**config.mk**
```make
export PLATFORM = sky130hd
export DESIGN_NAME = fetch_sequencer
export DESIGN_NICKNAME = d
export VERILOG_FILES = /design/src/rtl/fetch_sequencer.sv
export SDC_FILE = /design/constraint.sdc
export NUM_CORES = 1
export LEC_CHECK = 0
export ABC_AREA = 1
export ABC_CLOCK_PERIOD_IN_PS = 4820
export CORE_UTILIZATION = 50
export DETAILED_ROUTE_END_ITERATION = 10
export PLACE_DENSITY = 0.76
export SYNTH_ARGS = -nofsm -noshare
export SYNTH_HDL_FRONTEND = slang
export SYNTH_SLANG_ARGS = --single-unit
```
**constraint.sdc**
```tcl
create_clock -name Clock -period 4.82 [get_ports Clock]
set_input_delay 0.964 -clock Clock [delete_from_list [all_inputs] [get_ports Clock]]
set_output_delay 0.964 -clock Clock [all_outputs]
set_load 0.01 [all_outputs]
```
**src/rtl/fetch_sequencer.sv**
```systemverilog
// Program counter and fetch controller: sequences instruction fetch, squashes
// wrong-path words after a redirect, honours datapath stalls and halt.
module fetch_sequencer #(
    parameter int unsigned ADDR_W       = 10,
    parameter int unsigned RESET_VECTOR = 0,
    parameter int unsigned FLUSH_CYCLES = 2
) (
    input  logic              Clock,
    input  logic              Reset,
    input  logic              iStall,
    input  logic              iHalt,
    input  logic              iBranch_taken,
    input  logic              iJumpTaken,
    input  logic [ADDR_W-1:0] iBranch_dir,
    output logic [ADDR_W-1:0] oPC,
    output logic              oFetch_en,
    output logic              oFlush,
    output logic              oInstr_valid,
    output logic              oHalted,
    output logic [15:0]       oRedirect_cnt
);

    typedef enum logic [1:0] {BOOT, RUN, FLUSH, HALT} state_e;

    state_e            state_q, state_d;
    logic [ADDR_W-1:0] pc_q, pc_d;
    logic              fetch_en_q, fetch_en_d;
    logic              flush_q, flush_d;
    logic              valid_q, valid_d;
    logic              halted_q, halted_d;
    logic [15:0]       redir_cnt_q, redir_cnt_d;
    logic [2:0]        flush_cnt_q, flush_cnt_d;
    logic              pend_q, pend_d;
    logic [ADDR_W-1:0] pend_tgt_q, pend_tgt_d;

    logic redir_live;
    assign redir_live = iJumpTaken | iBranch_taken;

    always_comb begin
        state_d     = state_q;
        pc_d        = pc_q;
        fetch_en_d  = fetch_en_q;
        flush_d     = flush_q;
        valid_d     = valid_q;
        halted_d    = halted_q;
        redir_cnt_d = redir_cnt_q;
        flush_cnt_d = flush_cnt_q;
        pend_d      = pend_q;
        pend_tgt_d  = pend_tgt_q;

        unique case (state_q)
            BOOT: begin
                fetch_en_d = 1'b1;
                state_d    = RUN;
            end
            RUN: begin
                if (iStall) begin
                    fetch_en_d = 1'b0;
                    // Keep the first redirect seen while stalled.
                    if (redir_live && !pend_q) begin
                        pend_d     = 1'b1;
                        pend_tgt_d = iBranch_dir;
                    end
                end else begin
                    fetch_en_d = 1'b1;
                    pend_d     = 1'b0;
                    if (pend_q || redir_live) begin
                        pc_d        = pend_q ? pend_tgt_q : iBranch_dir;
                        valid_d     = 1'b0;
                        flush_d     = 1'b1;
                        flush_cnt_d = 3'(FLUSH_CYCLES);
                        redir_cnt_d = (redir_cnt_q == 16'hFFFF) ? redir_cnt_q
                                                                : redir_cnt_q + 16'd1;
                        state_d     = FLUSH;
                    end else if (iHalt) begin
                        fetch_en_d = 1'b0;
                        valid_d    = 1'b0;
                        halted_d   = 1'b1;
                        state_d    = HALT;
                    end else begin
                        pc_d    = pc_q + 1'b1;
                        valid_d = 1'b1;
                    end
                end
            end
            FLUSH: begin
                if (iStall) begin
                    fetch_en_d = 1'b0;
                end else begin
                    fetch_en_d = 1'b1;
                    if (flush_cnt_q == 3'd1) begin
                        flush_d     = 1'b0;
                        valid_d     = 1'b1;
                        pc_d        = pc_q + 1'b1;
                        flush_cnt_d = '0;
                        state_d     = RUN;
                    end else begin
                        flush_cnt_d = flush_cnt_q - 3'd1;
                    end
                end
            end
            HALT: begin
            end
            default: state_d = BOOT;
        endcase
    end

    always_ff @(posedge Clock) begin
        if (Reset) begin
            state_q     <= BOOT;
            pc_q        <= ADDR_W'(RESET_VECTOR);
            fetch_en_q  <= 1'b0;
            flush_q     <= 1'b0;
            valid_q     <= 1'b0;
            halted_q    <= 1'b0;
            redir_cnt_q <= '0;
            flush_cnt_q <= '0;
            pend_q      <= 1'b0;
            pend_tgt_q  <= '0;
        end else begin
            state_q     <= state_d;
            pc_q        <= pc_d;
            fetch_en_q  <= fetch_en_d;
            flush_q     <= flush_d;
            valid_q     <= valid_d;
            halted_q    <= halted_d;
            redir_cnt_q <= redir_cnt_d;
            flush_cnt_q <= flush_cnt_d;
            pend_q      <= pend_d;
            pend_tgt_q  <= pend_tgt_d;
        end
    end

    assign oPC           = pc_q;
    assign oFetch_en     = fetch_en_q;
    assign oFlush        = flush_q;
    assign oInstr_valid  = valid_q;
    assign oHalted       = halted_q;
    assign oRedirect_cnt = redir_cnt_q;

endmodule

```
==> run summary <==
status: complete, no violations
Setup crit start: Reset
Site Rows: 26
clk root buf: clkbuf_8
GRT overflow: 0
Die Ht: 75.1 µm
WP data arrival: 3250 ps
die area: 0.00564 mm²
hpwl dp: 4.37 mm
reg-to-reg critical path startpoint: state_q[0]
PortBufs: 45
FMAX: 0.329 GHz
# hold bufs at CTS: 0
post-synthesis compound-gate area fraction: 12.3%
first-pass GRT wire length: 9.94 mm
CP Capture Type: flip-flop
setup TNS: 0 ps
fillcell total: 540
post-synthesis mux area share: 0%
Adder-Cell Fraction of Synth Area: 3.28%
GPL Wtd Cong: 0.844
H-tree depth: 2
part of the cycle the worst path needs: 63.1%
yosys warns: 0
critical-path cell list: clkdlybuf4s50_1 -> clkinv_1 -> o21ai_0 -> a31o_2 -> inv_1
Slew Viols, Final: 0
post-synth cell types: 32
main flop type after synthesis: dfxtp_1
final setup vio count: 0
dpl ws: 1440 ps
largest cells by area after synthesis: dfxtp_1 (34%), nand2_1 (18%), nor2_1 (9.4%)
post-layout minimum cycle time: 3040 ps
WL final: 5.97 mm
maximum vdd drop: 0.207 mV
Final Hold Fails: 0
Initial DRC Count: 151
Core Area: 0.00514 mm²
Syn Std Cell Area: 0.00267 mm²
max-cap violations: 0
cts repair resizes: 0
Setup Fix Bufs, Post-CTS: 0
slowest CP cell: clkdlybuf4s50_1
first-pass iteration count of the detailed router: 4
pwr/cell area: 393 mW/mm²
WL/cell: 11.3 µm
Leak: 1.28 nW
antenna-violating nets left: 0
largest net degree at the start of global routing: 29
HP Start: pend_tgt_q[8]
initial antenna violation count: 0
CP peak stage delay: 980 ps
RSZ-0062 raised after global routing: no
Total Nets Final: 480
critical path class: in2reg
largest family of logic cells by synthesized area: simple AND/OR/NAND/NOR gates
vias post-DR: 2666
syn nets: 441
register bit count reported by yosys: 46
CTS tree: done
Synth Area in XOR/XNOR: 2.95%
die extent in x: 75.1 µm
clk_skew: 2.46 ps
Initial Utilization: 51.9%
CTS Buf Count: 5
Worst Path Max Fanout: 28
startpoint types: input pin
WP data required: 5020 ps
share of layout cells above drive strength 1: 4.81%
Async SR Flop Fraction: 0%
GRT Overall Usage: 22.9%
clock slew at reported path FFs: 80 ps
later-pin clock latency in the skew report: 300 ps
Hold Crit Class: reg2reg
post-synthesis cell count: 418
worst rel slew slack: 47.6%
Post-synth EDFFs: 0
Vias/cell: 5.06
DRC viols: 0
worst slew pin tran: 784 ps
Syn Area/Cell: 6.39 µm²
Setup WS post-layout: 1780 ps
most common cell after layout, fill and taps aside: nand2_1
synthesis-to-layout area growth: 20.3%
area share of and/or/nand/nor cells after synthesis: 38.2%
clk sinks: 46
commonest non-fill, non-tap cells in the layout: nand2_1 (126), nor2_1 (67), dfxtp_1 (46)
share of the synthesized area in the top cell type: 34.5%
number of global-route vias before repair: 2199
IO Pins: 46
n_diodes: 0
largest delay contributor family on the critical path: buffers and inverters
clock tree buffer depth: 2
crit path buf inv count: 3
cell taking the most area after synthesis: dfxtp_1
sequential area share after synthesis: 34.5%
==> registers in the layout, summed over array words and instances (netlist names) <==
| name | cells |
|---|---|
| pend_tgt_q | 10 |
| pend_q | 1 |
| flush_cnt_q | 3 |
| oHalted | 1 |
| oPC | 10 |
| oFlush | 1 |
| oFetch_en | 1 |
| oInstr_valid | 1 |
| state_q | 2 |
| oRedirect_cnt | 16 |
==> power by group <==
part | leakage, nW | internal (mW) | switching (mW)
combinational | 0.862 | 0.208 | 0.308
clock | 0.0438 | 0.0976 | 0.130
sequential | 0.375 | 0.455 | 0.0637
total | 1.28 | 0.761 | 0.502
==> routing by layer <==
layer  GRT usage (%)  wire length, µm  part of all wire (%)
met1            31.6             2900                    49
met2            36.6             2770                    46
met3            4.02              245                   4.1
met4            6.29               53                  0.89
met5               0                0                     0
==> path summary, 6_finish.rpt <==
path	slack, ps	depth (start not counted)	to
min	460	2	pend_tgt_q[8]
max	1780	5	oFetch_en
max reg2reg	2840	8	oPC[9]
min reg2reg	460	2	pend_tgt_q[8]
==> worst min-delay path: stages, from the launching register on <==
cell and delay, ps:
dfxtp_1 310, inv_1 50, a21oi_1 50
==> kinds of logic after synthesis <==
family,Yosys count
AND/OR/NAND/NOR,239
AO/OA/AOI/OAI,61
buffers and inverters,56
flip-flops,46
XOR/XNOR,9
adder cells (fa/ha/maj),7
==> cell usage after synthesis (2+ instances only) <==
cell and count:
nor2_2 3, a21oi_1 22, a21boi_0 5, inv_1 38, nor2_1 67, ha_1 7, nor3_1 3, inv_2 3
clkbuf_1 6, buf_4 2, nand2_1 126, o21ai_0 30, buf_6 2, xnor2_1 3, dfxtp_1 46, nand4_1 9
buf_2 2, clkinv_1 2, nor2_4 2, xor2_1 6, nand3_1 22, nand2_2 2
==> area by class of cell <==
cell class	count	area, µm²	area share (%)
Clock buffer	5	68.8	2.14
Clock inverter	2	10.0	0.312
Tap cell	70	87.6	2.73
Timing Repair Buffer	45	450	14.0
Multi-Input combinational cell	316	1510	47.1
Inverter	43	161	5.02
Sequential cell	46	921	28.7
==> per-stage QoR <==
step | std cells | utilization, % | hold slack (ps) | cell area [µm²] | power [mW]
after global placement | 520 | 61.0 | 436 | 3130 | 1.04
after floorplan | 418 | - | 426 | 2670 | 0.889
after detailed placement | 520 | 61.0 | 442 | 3130 | 1.04
after global routing | 527 | 62.5 | 494 | 3210 | 1.37
after CTS | 527 | 62.5 | 455 | 3210 | 1.27
final | 527 | 62.5 | 455 | 3210 | 1.26
No activity file was read; power rests on OpenSTA's default activity.
